[src/rtl/time_set_sequencer_if.sv]
// rtl/time_set_sequencer_if.sv - target, live-counter and advance-strobe bundle between sequencer and clock
// master: the sequencer side; slave: the clock or bench side that supplies targets and live counters.
interface time_set_sequencer_if;
  logic       Start;
  logic       Abort;
  logic [6:0] TgtMin;
  logic [6:0] TgtHrs;
  logic [6:0] TgtDay;
  logic [5:0] TgtDate;
  logic [3:0] TgtMonth;
  logic [6:0] CurMin;
  logic [6:0] CurHrs;
  logic [6:0] CurDay;
  logic [5:0] CurDate;
  logic [3:0] CurMonth;
  logic       Timeset;
  logic       Minadv;
  logic       Hrsadv;
  logic       Dayadv;
  logic       Datadv;
  logic       Monadv;
  logic       Busy;
  logic       Done;
  logic       Err;

  modport master (
    input  Start, Abort,
    input  TgtMin, TgtHrs, TgtDay, TgtDate, TgtMonth,
    input  CurMin, CurHrs, CurDay, CurDate, CurMonth,
    output Timeset, Minadv, Hrsadv, Dayadv, Datadv, Monadv,
    output Busy, Done, Err
  );

  modport slave (
    output Start, Abort,
    output TgtMin, TgtHrs, TgtDay, TgtDate, TgtMonth,
    output CurMin, CurHrs, CurDay, CurDate, CurMonth,
    input  Timeset, Minadv, Hrsadv, Dayadv, Datadv, Monadv,
    input  Busy, Done, Err
  );
endinterface

[src/rtl/time_set_sequencer.sv]
// rtl/time_set_sequencer.sv - drives Timeset and advance strobes until the live clock matches a target
// Fields are set in the order date-to-1, month, date, weekday, hour, minute, always stepping forward.
module time_set_sequencer #(
  parameter int NS   = 60,
  parameter int NH   = 24,
  parameter int ND   = 7,
  parameter int NM   = 12,
  parameter int YEAR = 2024
) (
  input logic                  Pulse,
  input logic                  Reset,
  time_set_sequencer_if.master bus
);

  typedef enum logic [2:0] {S_IDLE, S_ARM, S_CHECK, S_ADV, S_DONE} state_t;
  typedef enum logic [2:0] {P_DATE1, P_MONTH, P_DATE, P_DAY, P_HRS, P_MIN} phase_t;

  localparam bit LEAP = ((YEAR % 4 == 0) && (YEAR % 100 != 0)) || (YEAR % 400 == 0);

  function automatic logic [5:0] max_days(input logic [3:0] month);
    case (month)
      4'd2:                    max_days = LEAP ? 6'd29 : 6'd28;
      4'd4, 4'd6, 4'd9, 4'd11: max_days = 6'd30;
      default:                 max_days = 6'd31;
    endcase
  endfunction

  state_t     state_q, state_d;
  phase_t     phase_q, phase_d;
  logic [7:0] cnt_q, cnt_d;
  logic [6:0] tgt_min_q, tgt_min_d;
  logic [6:0] tgt_hrs_q, tgt_hrs_d;
  logic [6:0] tgt_day_q, tgt_day_d;
  logic [5:0] tgt_date_q, tgt_date_d;
  logic [3:0] tgt_month_q, tgt_month_d;
  logic       active_q, active_d;
  logic       done_q, done_d;
  logic       err_q, err_d;
  logic       minadv_q, minadv_d;
  logic       hrsadv_q, hrsadv_d;
  logic       dayadv_q, dayadv_d;
  logic       datadv_q, datadv_d;
  logic       monadv_q, monadv_d;

  logic [6:0] cur_fld;
  logic [6:0] tgt_fld;
  logic [7:0] step_lim;
  logic       tgt_ok;
  logic       adv;

  // Field under test for the current phase; DATE1 always aims at the 1st of the month.
  always_comb begin
    cur_fld  = bus.CurMin;
    tgt_fld  = tgt_min_q;
    step_lim = 8'(NS);
    case (phase_q)
      P_DATE1: begin
        cur_fld  = {1'b0, bus.CurDate};
        tgt_fld  = 7'd1;
        step_lim = 8'd31;
      end
      P_MONTH: begin
        cur_fld  = {3'b000, bus.CurMonth};
        tgt_fld  = {3'b000, tgt_month_q};
        step_lim = 8'(NM);
      end
      P_DATE: begin
        cur_fld  = {1'b0, bus.CurDate};
        tgt_fld  = {1'b0, tgt_date_q};
        step_lim = 8'd31;
      end
      P_DAY: begin
        cur_fld  = bus.CurDay;
        tgt_fld  = tgt_day_q;
        step_lim = 8'(ND);
      end
      P_HRS: begin
        cur_fld  = bus.CurHrs;
        tgt_fld  = tgt_hrs_q;
        step_lim = 8'(NH);
      end
      default: begin
        cur_fld  = bus.CurMin;
        tgt_fld  = tgt_min_q;
        step_lim = 8'(NS);
      end
    endcase
  end

  always_comb begin
    tgt_ok = (int'(bus.TgtMin) < NS) && (int'(bus.TgtHrs) < NH) && (int'(bus.TgtDay) < ND)
          && (bus.TgtMonth != 4'd0) && (int'(bus.TgtMonth) <= NM)
          && (bus.TgtDate != 6'd0) && (bus.TgtDate <= max_days(bus.TgtMonth));
  end

  always_comb begin
    state_d     = state_q;
    phase_d     = phase_q;
    cnt_d       = cnt_q;
    err_d       = err_q;
    tgt_min_d   = tgt_min_q;
    tgt_hrs_d   = tgt_hrs_q;
    tgt_day_d   = tgt_day_q;
    tgt_date_d  = tgt_date_q;
    tgt_month_d = tgt_month_q;

    case (state_q)
      S_IDLE: begin
        if (bus.Start && !bus.Abort) begin
          tgt_min_d   = bus.TgtMin;
          tgt_hrs_d   = bus.TgtHrs;
          tgt_day_d   = bus.TgtDay;
          tgt_date_d  = bus.TgtDate;
          tgt_month_d = bus.TgtMonth;
          err_d       = !tgt_ok;
          if (tgt_ok) begin
            state_d = S_ARM;
          end
        end
      end
      S_ARM: begin
        state_d = S_CHECK;
        phase_d = P_DATE1;
        cnt_d   = '0;
      end
      S_CHECK: begin
        if (cur_fld == tgt_fld) begin
          cnt_d = '0;
          if (phase_q == P_MIN) begin
            state_d = S_DONE;
          end else begin
            phase_d = phase_t'(phase_q + 3'd1);
          end
        end else if (cnt_q >= step_lim) begin
          // The counter has not converged within one full lap: the clock is not following strobes.
          err_d   = 1'b1;
          state_d = S_IDLE;
        end else begin
          state_d = S_ADV;
          cnt_d   = cnt_q + 8'd1;
        end
      end
      S_ADV:   state_d = S_CHECK;
      S_DONE:  state_d = S_IDLE;
      default: state_d = S_IDLE;
    endcase

    if (bus.Abort && (state_q != S_IDLE)) begin
      state_d = S_IDLE;
      err_d   = err_q;
    end
  end

  // Outputs are registered copies of a decode of the next state.
  always_comb begin
    adv      = (state_d == S_ADV);
    active_d = (state_d == S_ARM) || (state_d == S_CHECK) || (state_d == S_ADV);
    done_d   = (state_d == S_DONE);
    minadv_d = adv && (phase_d == P_MIN);
    hrsadv_d = adv && (phase_d == P_HRS);
    dayadv_d = adv && (phase_d == P_DAY);
    datadv_d = adv && ((phase_d == P_DATE1) || (phase_d == P_DATE));
    monadv_d = adv && (phase_d == P_MONTH);
  end

  always_ff @(posedge Pulse or posedge Reset) begin
    if (Reset) begin
      state_q     <= S_IDLE;
      phase_q     <= P_DATE1;
      cnt_q       <= '0;
      tgt_min_q   <= '0;
      tgt_hrs_q   <= '0;
      tgt_day_q   <= '0;
      tgt_date_q  <= '0;
      tgt_month_q <= '0;
      active_q    <= 1'b0;
      done_q      <= 1'b0;
      err_q       <= 1'b0;
      minadv_q    <= 1'b0;
      hrsadv_q    <= 1'b0;
      dayadv_q    <= 1'b0;
      datadv_q    <= 1'b0;
      monadv_q    <= 1'b0;
    end else begin
      state_q     <= state_d;
      phase_q     <= phase_d;
      cnt_q       <= cnt_d;
      tgt_min_q   <= tgt_min_d;
      tgt_hrs_q   <= tgt_hrs_d;
      tgt_day_q   <= tgt_day_d;
      tgt_date_q  <= tgt_date_d;
      tgt_month_q <= tgt_month_d;
      active_q    <= active_d;
      done_q      <= done_d;
      err_q       <= err_d;
      minadv_q    <= minadv_d;
      hrsadv_q    <= hrsadv_d;
      dayadv_q    <= dayadv_d;
      datadv_q    <= datadv_d;
      monadv_q    <= monadv_d;
    end
  end

  assign bus.Timeset = active_q;
  assign bus.Busy    = active_q;
  assign bus.Done    = done_q;
  assign bus.Err     = err_q;
  assign bus.Minadv  = minadv_q;
  assign bus.Hrsadv  = hrsadv_q;
  assign bus.Dayadv  = dayadv_q;
  assign bus.Datadv  = datadv_q;
  assign bus.Monadv  = monadv_q;

endmodule

[src/flat_wrapper.sv]
// flat-port wrapper written by rule: the top's interface ports become plain ports
module time_set_sequencer_flat 
#(
  parameter int NS   = 60,
  parameter int NH   = 24,
  parameter int ND   = 7,
  parameter int NM   = 12,
  parameter int YEAR = 2024
)
  (Pulse, Reset, bus_Start, bus_Abort, bus_TgtMin, bus_TgtHrs, bus_TgtDay, bus_TgtDate, bus_TgtMonth, bus_CurMin, bus_CurHrs, bus_CurDay, bus_CurDate, bus_CurMonth, bus_Timeset, bus_Minadv, bus_Hrsadv, bus_Dayadv, bus_Datadv, bus_Monadv, bus_Busy, bus_Done, bus_Err);
  time_set_sequencer_if bus_i ();
  input logic Pulse;
  input logic Reset;
  input wire logic [$bits(bus_i.Start)-1:0] bus_Start;
  input wire logic [$bits(bus_i.Abort)-1:0] bus_Abort;
  input wire logic [$bits(bus_i.TgtMin)-1:0] bus_TgtMin;
  input wire logic [$bits(bus_i.TgtHrs)-1:0] bus_TgtHrs;
  input wire logic [$bits(bus_i.TgtDay)-1:0] bus_TgtDay;
  input wire logic [$bits(bus_i.TgtDate)-1:0] bus_TgtDate;
  input wire logic [$bits(bus_i.TgtMonth)-1:0] bus_TgtMonth;
  input wire logic [$bits(bus_i.CurMin)-1:0] bus_CurMin;
  input wire logic [$bits(bus_i.CurHrs)-1:0] bus_CurHrs;
  input wire logic [$bits(bus_i.CurDay)-1:0] bus_CurDay;
  input wire logic [$bits(bus_i.CurDate)-1:0] bus_CurDate;
  input wire logic [$bits(bus_i.CurMonth)-1:0] bus_CurMonth;
  output wire logic [$bits(bus_i.Timeset)-1:0] bus_Timeset;
  output wire logic [$bits(bus_i.Minadv)-1:0] bus_Minadv;
  output wire logic [$bits(bus_i.Hrsadv)-1:0] bus_Hrsadv;
  output wire logic [$bits(bus_i.Dayadv)-1:0] bus_Dayadv;
  output wire logic [$bits(bus_i.Datadv)-1:0] bus_Datadv;
  output wire logic [$bits(bus_i.Monadv)-1:0] bus_Monadv;
  output wire logic [$bits(bus_i.Busy)-1:0] bus_Busy;
  output wire logic [$bits(bus_i.Done)-1:0] bus_Done;
  output wire logic [$bits(bus_i.Err)-1:0] bus_Err;
  assign bus_i.Start = bus_Start;
  assign bus_i.Abort = bus_Abort;
  assign bus_i.TgtMin = bus_TgtMin;
  assign bus_i.TgtHrs = bus_TgtHrs;
  assign bus_i.TgtDay = bus_TgtDay;
  assign bus_i.TgtDate = bus_TgtDate;
  assign bus_i.TgtMonth = bus_TgtMonth;
  assign bus_i.CurMin = bus_CurMin;
  assign bus_i.CurHrs = bus_CurHrs;
  assign bus_i.CurDay = bus_CurDay;
  assign bus_i.CurDate = bus_CurDate;
  assign bus_i.CurMonth = bus_CurMonth;
  assign bus_Timeset = bus_i.Timeset;
  assign bus_Minadv = bus_i.Minadv;
  assign bus_Hrsadv = bus_i.Hrsadv;
  assign bus_Dayadv = bus_i.Dayadv;
  assign bus_Datadv = bus_i.Datadv;
  assign bus_Monadv = bus_i.Monadv;
  assign bus_Busy = bus_i.Busy;
  assign bus_Done = bus_i.Done;
  assign bus_Err = bus_i.Err;
  time_set_sequencer #(.NS(NS), .NH(NH), .ND(ND), .NM(NM), .YEAR(YEAR)) u_core (.Pulse(Pulse), .Reset(Reset), .bus(bus_i));
endmodule
[config.mk]
export PLATFORM = sky130hd
export DESIGN_NAME = time_set_sequencer_flat
export DESIGN_NICKNAME = d
export VERILOG_FILES = /design/src/rtl/time_set_sequencer_if.sv /design/src/rtl/time_set_sequencer.sv /design/src/flat_wrapper.sv
export SDC_FILE = /design/constraint.sdc
export NUM_CORES = 1
export LEC_CHECK = 0
export ABC_AREA = 0
export BUFFER_PORTS_ARGS = -buffer_cell sky130_fd_sc_hd__buf_2
export CAP_MARGIN = 20
export CORE_MARGIN = 2
export CORE_UTILIZATION = 58
export DETAILED_ROUTE_END_ITERATION = 8
export PLACE_DENSITY = 0.86
export SLEW_MARGIN = 20
export SYNTH_ARGS = -nofsm -noshare
export SYNTH_HDL_FRONTEND = slang
export SYNTH_SLANG_ARGS = --single-unit
[constraint.sdc]
create_clock -name Pulse -period 8.81 [get_ports Pulse]
set_input_delay 0.881 -clock Pulse [delete_from_list [all_inputs] [get_ports Pulse]]
set_output_delay 0.881 -clock Pulse [all_outputs]
set_load 0.02 [all_outputs]
### Yosys cells after proc, flatten, opt, wreduce, memory -nomap -nowiden

Index checks and enable logic that the tools add are counted.

| storage, ports and cells | value |
|---|---|
| register bits after elaboration | 53 |
| output and inout bits | 9 |
| word-level logic and storage cells | 105 |

| cells by class | value |
|---|---|
| add/subtract/negate cells | 2 |
| order comparisons | 6 |
| eq/ne operators | 27 |
| muxes and demuxes | 21 |
| bitwise gates (word level) | 1 |
| reductions and logical operators | 32 |

Operators with widths:

| kind | number |
|---|---|
| $pmux W7 S5 | 1 |
| $pmux W7 S4 | 1 |
| $eq A3 B2 Y1 const B | 8 |
| $pmux W6 S4 | 1 |
| $mux W3 | 7 |
| $mux W8 | 2 |
| $pmux W8 S2 | 1 |
| $eq A3 B3 Y1 const B | 5 |
| $logic_and A1 B1 Y1 | 13 |
| $eq A3 B1 Y1 const B | 4 |
| $logic_not A3 Y1 | 3 |
| $pmux W3 S3 | 1 |
| $add A8 B1 Y8 const B | 1 |
| $eq A4 B3 Y1 const B | 2 |
| $eq A4 B4 Y1 const B | 2 |
| $ge A8 B6 Y1 | 1 |
| $eq A7 B7 Y1 | 1 |
| $lt A7 B3 Y1 const B | 1 |
| $lt A7 B5 Y1 const B | 1 |
| $lt A7 B6 Y1 const B | 1 |
| $le A6 B5 Y1 | 1 |
| $pmux W3 S2 | 1 |
| $reduce_bool A6 Y1 | 1 |
| $reduce_and A5 Y1 | 1 |
| other kinds (19) | 28 |

### Depth between registers and ports, before layout

Gate-level depths: netlist (run 1).

| depth | value |
|---|---|
| depth after elaboration | 14 |
| depth in mapped cells | 17 |
| mapped depth without buffers | 15 |

### Least setup slack after synthesis (run 1)

No wires, ideal clock.

| timing path | value |
|---|---|
| path kind | reg2reg |
| start | reg u_core.phase_q[2] |
| end | reg u_core.cnt_q[4] |
| library setup time | 121 ps |
| arrival | 3059 ps |
| setup slack | 5629 ps |
| stages on the path, launching flop included | 18 |
| path buffers | 3 |
| cells stage by stage | dfrtp_1 clkbuf_1 inv_1 ha_1 buf_2 clkbuf_1 nor2_1 inv_1 ha_1 nand2b_1 a21o_1 a21o_1 a211oi_1 o21a_1 and2_1 and3_1 o21ai_0 o2bb2ai_1 |

| on the way | value |
|---|---|
| cells in the longest elaborated chain, start to end | 6 |

RTL lines:

| what | line | source |
|---|---|---|
| start: declaration | time_set_sequencer.sv:29 | `phase_t phase_q, phase_d;` |
| start signal: assignment | time_set_sequencer.sv:186 | `phase_q <= phase_d;` |
| $eq A3 B2 Y1 / $logic_not A3 Y1 (equally long branches) | time_set_sequencer.sv:56 | `case (phase_q)` |
| $reduce_or A2 Y1 (no source line) | n/a |  |
| $pmux W6 S4 / $pmux W7 S4 (equally long branches) | time_set_sequencer.sv:56 |  |
| $ge A8 B6 Y1 / $eq A7 B7 Y1 (equally long branches) | time_set_sequencer.sv:134, time_set_sequencer.sv:127 |  |
| $ne A3 B2 Y1 (no source line) / $mux W8 (equally long branches) | n/a |  |
| $reduce_and A2 Y1 (no source line) / $pmux W8 S2 (equally long branches) | n/a |  |
| end signal: assignment | time_set_sequencer.sv:187 | `cnt_q <= cnt_d;` |
| end: declaration | time_set_sequencer.sv:30 | `logic [7:0] cnt_q, cnt_d;` |

Several ways; a longest one is shown, not always the timed one.
A chain may end at the register's enable or synchronous reset.

### Worst setup path in the final report (run 1)

| timing path | value |
|---|---|
| start | reg u_core.phase_q[2] |
| end | reg u_core.dayadv_q (netlist: u_core.bus.Dayadv) |

| on the way | value |
|---|---|
| cells in the longest elaborated chain, start to end | 10 |

RTL lines:

| what | line | source |
|---|---|---|
| $eq A3 B2 Y1 / $logic_not A3 Y1 (equally long branches) | time_set_sequencer.sv:56 |  |
| $reduce_or A2 Y1 (no source line) | n/a |  |
| $pmux W6 S4 | time_set_sequencer.sv:56 |  |
| $ge A8 B6 Y1 | time_set_sequencer.sv:134 | `end else if (cnt_q >= step_lim) begin` |
| $mux W2 | time_set_sequencer.sv:134 |  |
| $mux W3 | time_set_sequencer.sv:127 | `if (cur_fld == tgt_fld) begin` |
| $pmux W3 S3 | time_set_sequencer.sv:107 | `case (state_q)` |
| $mux W3 | time_set_sequencer.sv:148 | `if (bus.Abort && (state_q != S_IDLE)) begin` |
| $eq A3 B2 Y1 | time_set_sequencer.sv:156 | `adv = (state_d == S_ADV);` |
| $logic_and A1 B1 Y1 (*) | time_set_sequencer.sv:161 | `dayadv_d = adv && (phase_d == P_DAY);` |
| named net u_core.dayadv_d | time_set_sequencer.sv:41 | `logic dayadv_q, dayadv_d;` |
| end signal: assignment | time_set_sequencer.sv:198 | `dayadv_q <= dayadv_d;` |
| end: declaration | time_set_sequencer.sv:41 |  |

The timed path passes the listed nets; every way through them passes the cells marked *.

==> impl_results.md, run 1 <==
* Status: finished, final reports clean
* Final Critical Period at 3570 ps
* Ant diodes at 0
* CTS buffer count at 5
* Cell Area, Synth at 3100 µm²
* Routability Congestion at 0.879
* First-pass DRT Iterations at 5
* First-pass GRT wire length at 11300 µm
* Largest cells by area after synthesis: dfrtp_1, mux2_2, ha_1, nand3_1, xnor2_1
* Synth Flop Type: dfrtp_1
* Gr ovfl total at 0
* Total Routing Usage GR at 24.1%
* # Post-CTS Setup Buffers at 0
* Sinks on Clock Net at 53
* Fillers at 404
* Routed vias/inst at 6.02
* Async SR Flop Fraction at 100%
* HPWL after DPL at 5450 µm
* Detailed Route WL at 7320 µm
* Crit-path max FO at 17
* Post-Route Skew at 4.93 ps
* Synth-to-layout area growth at 16.9%
* Setup tns final at 0 ps
* Worst setup EP type: flip-flop
* WS Path Type: flip-flop to flip-flop
* Post-cts sizing count at 0
* PortBufs at 74
* Unrepaired setup endpoints after global routing: false
* Sequential Area at 1330 µm²
* Most frequent cells in the layout: buf_2, dfrtp_1, mux2_2, nor2_1, nand3_1
* CTS H-tree depth at 2
* Die Wd at 77.1 µm
* CTS tree: built
* Post-DRT Antenna Nets at 0
* Hold Path Class: flip-flop to flip-flop
* DRC Markers at 0
* Post-synth EDFFs at 0
* Initial antenna violation count at 0
* Initial core utilization at 60.3%
* Final setup vio count at 0
* Clock transition at the registers of the reported paths at 90 ps
* Part of the cycle the worst path needs at 40.5%
* Worst path required time at 8990 ps
* Yosys top cell by area: dfrtp_1
* Vias in the first global route at 2412
* CTS root buf: clkbuf_8
* Fmax achieved at 280 MHz
* Yosys reg bits at 53
* CP Launch Type: flip-flop
* Ports at 75
* Post-Route Utilization at 70.5%
* Xor/xnor share of the synthesized area at 3.11%
* # hold bufs at CTS at 0
* Vias post-DR at 2611
* Final Cell Area at 3630 µm²
* Simple logic cell fraction of the synthesized area at 15.5%
* Max-slew violations at 0
* Post-synthesis adder-cell area fraction at 5.65%
* Post-Syn Instances at 293
* Dpl cell area at 3500 µm²
* Core Footprint at 5140 µm²
* Clk Latency, worst-skew pair at 310 ps
* Die height at 77.1 µm
* Post-synthesis mux area share at 11.9%
* Leak Pwr at 1.72 nW
* Nets@finish at 443
* Largest net degree at the start of global routing at 54
* Syn avg cell area at 10.6 µm²
* Max_cap viols at 0
* Slew headroom at 41.2%
* Most common cell after layout, fill and taps aside: buf_2
* Largest family of logic cells by synthesized area: compound AO/OA/AOI/OAI gates
* Crit path DAT at 3740 ps
* Sequential fraction of the synthesis area at 42.8%
* Area of the multi-input gates at 1660 µm²
* Yosys top cell area share at 42.8%
* Compound-Gate Fraction of Synth Area at 17.4%
* Actual slew at the worst max-slew pin at 880 ps
* Yosys cell types at 59
* Total Die Area at 5950 µm²
* Drt first-iter violations at 177
* Share of layout cells above drive strength 1 at 34.9%
* Pwr Density at 147 nW/µm²
* Row count at 26
* VDD IR-drop max at 0.0000952 V
* Wirelength per Cell at 16.9 µm
* Synth warn at 0
* Syn_nets at 373
* CTS Buffer Depth at 2
* Tot Pwr at 0.532 mW
* Fin. Hold Viols at 0
## power by group
group / leakage [nW] / internal (mW) / switching (mW)
sequential: 0.646 / 0.265 / 0.0155
combinational: 1.01 / 0.0416 / 0.0386
clock: 0.0574 / 0.0924 / 0.0793
## final cells by class
| cell class | instances | area share (%) |
|---|---|---|
| clock buffer | 6 | 2.28 |
| multi-input combinational | 214 | 45.8 |
| sequential | 53 | 36.6 |
| tap | 70 | 2.42 |
| clock inverter | 2 | 1.04 |
| timing repair buffer | 75 | 10.4 |
| inverter | 14 | 1.48 |
## through the flow
stage / hold slack [ps] / worst slack, ps / cells
6_report: 511 / 5240 / 434
5_1_grt: 535 / 4980 / 434
4_1_cts: 515 / 5270 / 434
3_5_place_dp: 493 / 5310 / 426
3_3_place_gp: 490 / 5540 / 426
2_1_floorplan: 450 / 5630 / 293
## critical path, stage by stage, from the launching register on
cell and delay (ps):
dfrtp_1 530, inv_1 110, ha_1 540, nor2_1 130
and2_1 240, inv_2 150, o211ai_1 120, o21a_1 150
a221oi_2 530, nand2_2 230, and3_1 260, a211oi_2 300
nor4_1 130
## layer usage
metal	GRT usage (%)	vias to the layer above	wire length [µm]
met2	39.2	113	3520
met1	32.2	1249	3160
met5	0	-	0
li1	-	1233	-
met3	5.29	16	506
met4	8.21	0	139
## synth_stat cells, drive strengths merged, types with 2 or more instances
cell and number:
a22oi 9, and3 4, nor3b 2, ha 14, a31oi 2, and2 5
a221oi 3, a222oi 5, mux2i 2, nor4 9, nor2 16, a31o 2
a21boi 3, dfrtp 53, a211oi 4, clkbuf 6, nand2 16, nand3b 2
nand3 16, o21a 3, a21o 3, mux2 31, a21oi 4, nor2b 4
nand2b 4, o211ai 2, xor2 3, nor3 4, o21ai 14, nand4 4
a32o 2, xnor2 8, inv 14, buf 6
## kinds of logic after synthesis
family / after synthesis
and+or+nand+nor: 90
AOI/OAI and AO/OA: 66
DFF: 53
muxes: 33
buffers and inverters: 26
adders and majority gates: 14
xor gates and xnor gates: 11
## worst paths after layout
| kind | from | to | slack, ps | cells past startpoint |
|---|---|---|---|---|
| max in group asynchronous | Reset | u_core.tgt_min_q[3] | 7570 | 2 |
| worst min register to register | u_core.tgt_min_q[4] | u_core.tgt_min_q[4] | 510 | 1 |
| worst max-delay path | u_core.phase_q[2] | u_core.bus.Dayadv | 5240 | 12 |
| worst min-delay path | u_core.tgt_min_q[4] | u_core.tgt_min_q[4] | 510 | 1 |
| min in group asynchronous | Reset | u_core.tgt_date_q[3] | 720 | 2 |
| worst max register to register | u_core.phase_q[2] | u_core.bus.Dayadv | 5240 | 12 |
## state kept, by name (all words and copies together) (netlist names)
name and flops:
u_core.bus.Busy 1, u_core.bus.Datadv 1, u_core.bus.Dayadv 1, u_core.bus.Done 1, u_core.bus.Err 1, u_core.bus.Hrsadv 1
u_core.bus.Minadv 1, u_core.bus.Monadv 1, u_core.cnt_q 8, u_core.phase_q 3, u_core.state_q 3, u_core.tgt_date_q 6
u_core.tgt_day_q 7, u_core.tgt_hrs_q 7, u_core.tgt_min_q 7, u_core.tgt_month_q 4
No activity file was read; power rests on OpenSTA's default activity.
==> run 2, diff against run 1 <==
--- a/config.mk
+++ b/config.mk
@@ -9,9 +9,9 @@
 export BUFFER_PORTS_ARGS = -buffer_cell sky130_fd_sc_hd__buf_2
 export CAP_MARGIN = 20
 export CORE_MARGIN = 2
-export CORE_UTILIZATION = 58
+export CORE_UTILIZATION = 54
 export DETAILED_ROUTE_END_ITERATION = 8
-export PLACE_DENSITY = 0.86
+export PLACE_DENSITY = 0.8
 export SLEW_MARGIN = 20
 export SYNTH_ARGS = -nofsm -noshare
 export SYNTH_HDL_FRONTEND = slang
==> constraint.sdc (replaced) <==
create_clock -name Pulse -period 3.3 [get_ports Pulse]
set_input_delay 0.33 -clock Pulse [delete_from_list [all_inputs] [get_ports Pulse]]
set_output_delay 0.33 -clock Pulse [all_outputs]
set_load 0.02 [all_outputs]
==> impl_results.md, run 2 (synthesis results as in run 1) <==
* # hold bufs at CTS at 0 (unchanged)
* Die Wd at 79.8 µm (was 77.1 µm)
* Sinks on Clock Net at 53 (unchanged)
* DRC Markers at 0 (unchanged)
* Hold Path Class: primary input to async pin (was flip-flop to flip-flop)
* Fmax achieved at 312 MHz (was 280 MHz)
* Unrepaired setup endpoints after global routing: true (was false)
* CTS tree: built (unchanged)
* R2R setup slack at 90 ps (was 5240 ps)
* Most frequent cells in the layout: buf_2, dfrtp_1, mux2_2, buf_4 (was buf_2, dfrtp_1, mux2_2, nor2_1, nand3_1)
* Vias post-DR at 2739 (was 2611)
* Largest net degree at the start of global routing at 34 (was 54)
* Post-DRT Antenna Nets at 0 (unchanged)
* Status: finished, final reports clean (unchanged)
* Final setup vio count at 0 (unchanged)
* HPWL after DPL at 5720 µm (was 5450 µm)
* Crit-path max FO at 8 (was 17)
* Share of layout cells above drive strength 1 at 42.6% (was 34.9%)
* Routability Congestion at 0.859 (was 0.879)
* Cells along the critical path: ha_2, ha_4, buf_6, a222oi_1, xnor2_1, nand4_1, a221oi_2, buf_4, buf_12, nand2_4, and3_4, a211oi_4, nand2_1 (was inv_1, ha_1, nor2_1, and2_1, inv_2, o211ai_1, o21a_1, a221oi_2, nand2_2, and3_1, a211oi_2, nor4_1)
* Max_cap viols at 0 (unchanged)
* Worst R2R End: u_core.bus.Busy (was u_core.bus.Dayadv)
* Biggest register: u_core.cnt_q (unchanged)
* Slew headroom at 60.9% (was 41.2%)
* Sequential Area at 1330 µm² (about the same)
* Worst setup EP type: flip-flop (unchanged)
* Buffers plus inverters on the worst setup path at 3 (was 2)
* Total Die Area at 6360 µm² (was 5950 µm²)
* Die height at 79.8 µm (was 77.1 µm)
* Drt first-iter violations at 206 (was 177)
* Pwr Density at 366 nW/µm² (was 147 nW/µm²)
* PortBufs at 74 (unchanged)
* Post-Route Skew at 8.15 ps (was 4.93 ps)
* Initial antenna violation count at 0 (unchanged)
* Clk Latency, worst-skew pair at 310 ps (about the same)
* CP Launch Type: flip-flop (unchanged)
* Final Critical Period at 3210 ps (was 3570 ps)
* PnR worst setup slack at 91.5 ps (was 5240 ps)
* Worst reg2reg path startpoint: u_core.phase_q[0] (was u_core.phase_q[2])
* Detailed Route WL at 8210 µm (was 7320 µm)
* Row count at 27 (was 26)
* Nets@finish at 464 (was 443)
* Area of the multi-input gates at 1780 µm² (was 1660 µm²)
* Clock transition at the registers of the reported paths at 100 ps (was 90 ps)
* Non-filler cells, final at 457 (was 434)
* Worst path required time at 3490 ps (was 8990 ps)
* Top Family by Delay on Critical Path: compound AO/OA/AOI/OAI gates (unchanged)
* Setup tns final at 0 ps (unchanged)
* Ports at 75 (unchanged)
* Synth-to-layout area growth at 26.6% (was 16.9%)
* Most common cell after layout, fill and taps aside: buf_2 (unchanged)
* Initial core utilization at 56.0% (was 60.3%)
* First-pass DRT Iterations at 5 (unchanged)
* Routed vias/inst at 5.99 (was 6.02)
* Leak Pwr at 1.85 nW (was 1.72 nW)
* CTS buffer count at 5 (unchanged)
* Max reg flops at 8 (unchanged)
* WS Path Type: flip-flop to flip-flop (unchanged)
* Tot Pwr at 1.43 mW (was 0.532 mW)
* Max-slew violations at 0 (unchanged)
* CTS H-tree depth at 2 (unchanged)
* CTS Buffer Depth at 2 (unchanged)
* Ant diodes at 0 (unchanged)
* Slowest-stage cell, CP: dfrtp_2 (was ha_1)
* Fillers at 401 (was 404)
* Crit path DAT at 3400 ps (was 3740 ps)
* Core Footprint at 5540 µm² (was 5140 µm²)
* Total Routing Usage GR at 24.7% (was 24.1%)
* FF-to-FF path depth at 13 (was 12)
* First-pass GRT wire length at 12100 µm (was 11300 µm)
* Placed Cells at 439 (was 426)
* Fin. Hold Viols at 0 (unchanged)
* Part of the cycle the worst path needs at 97.2% (was 40.5%)
* CTS root buf: clkbuf_8 (unchanged)
* VDD IR-drop max at 0.000240 V (was 0.0000952 V)
* Critical path's largest stage delay at 460 ps (was 540 ps)
* Wirelength per Cell at 18.0 µm (was 16.9 µm)
* Vias in the first global route at 2554 (was 2412)
* Worst slack at placement at 27.2 ps (was 5310 ps)
* Actual slew at the worst max-slew pin at 586 ps (was 880 ps)
* Gr ovfl total at 0 (unchanged)
-- run 2: changes by cell type in the layout (fill, tap and decap cells not counted), moves of 3 or more --
cell    delta
ha_1       -5
nor4_1     -3
ha_4       +3
buf_4     +17
nor4_2     +3
-- run 2: final cells by class --
type	count	area share, %
Multi-Input combinational cell	214	45.2
Sequential cell	53	33.8
Timing Repair Buffer	96	14.5
Tap cell	72	2.30
Inverter	14	1.34
Clock buffer	6	1.85
Clock inverter	2	0.988
-- run 2: layer usage --
metal | up-vias | global-route usage [%] | part of all wire (%)
li1 | 1270 | - | -
met1 | 1356 | 33.3 | 43
met2 | 99 | 42.1 | 50
met3 | 14 | 3.28 | 5.4
met4 | 0 | 6.27 | 1.7
met5 | - | 0 | 0
-- run 2: power by group --
| part | internal, mW | switching (mW) | total (mW) |
|---|---|---|---|
| Combinational | 0.128 | 0.112 | 0.240 |
| Clock | 0.228 | 0.220 | 0.448 |
| Sequential | 0.706 | 0.0395 | 0.746 |
| Total | 1.06 | 0.372 | 1.43 |
-- run 2: worst register-to-register path, stage by stage (launching register included) --
cell and delay [ps]:
dfrtp_2 460, ha_2 220, ha_4 190, buf_6 130, a222oi_1 410, xnor2_1 180, nand4_1 130, a221oi_2 320
buf_4 230, buf_12 120, nand2_4 80, and3_4 190, a211oi_4 330, nand2_1 100
-- run 2: metrics by stage --
stage	utilization, %	area (µm²)	hold slack [ps]
floorplan	-	3100	403
global placement	64.7	3580	479
detailed placement	65.0	3600	427
CTS	67.1	3710	88.7
global route	70.8	3930	117
finish	70.8	3930	68.1
-- run 2: worst max path at each step --
| stage | slack (ps) | end | cells after the start | from |
|---|---|---|---|---|
| after global placement | 160 | u_core.bus.Datadv | 14 | u_core.phase_q[0] |
| after floorplan | 120 | u_core.cnt_q[4] | 17 | u_core.phase_q[2] |
| after CTS | 10 | u_core.bus.Datadv | 14 | u_core.phase_q[0] |
| after global routing | -80 | u_core.bus.Busy | 13 | u_core.phase_q[1] |
| final | 90 | u_core.bus.Busy | 13 | u_core.phase_q[0] |
| after detailed placement | 30 | u_core.bus.Datadv | 14 | u_core.phase_q[0] |
-- run 2: repair_timing --
item / in CTS / in global routing
endpoints found under the setup margin: 5 / 15
resized for setup: 1 / 28
pin swaps: 0 / 11
endpoints found under the hold margin: 0 / 0
buffers inserted: 0 / 10
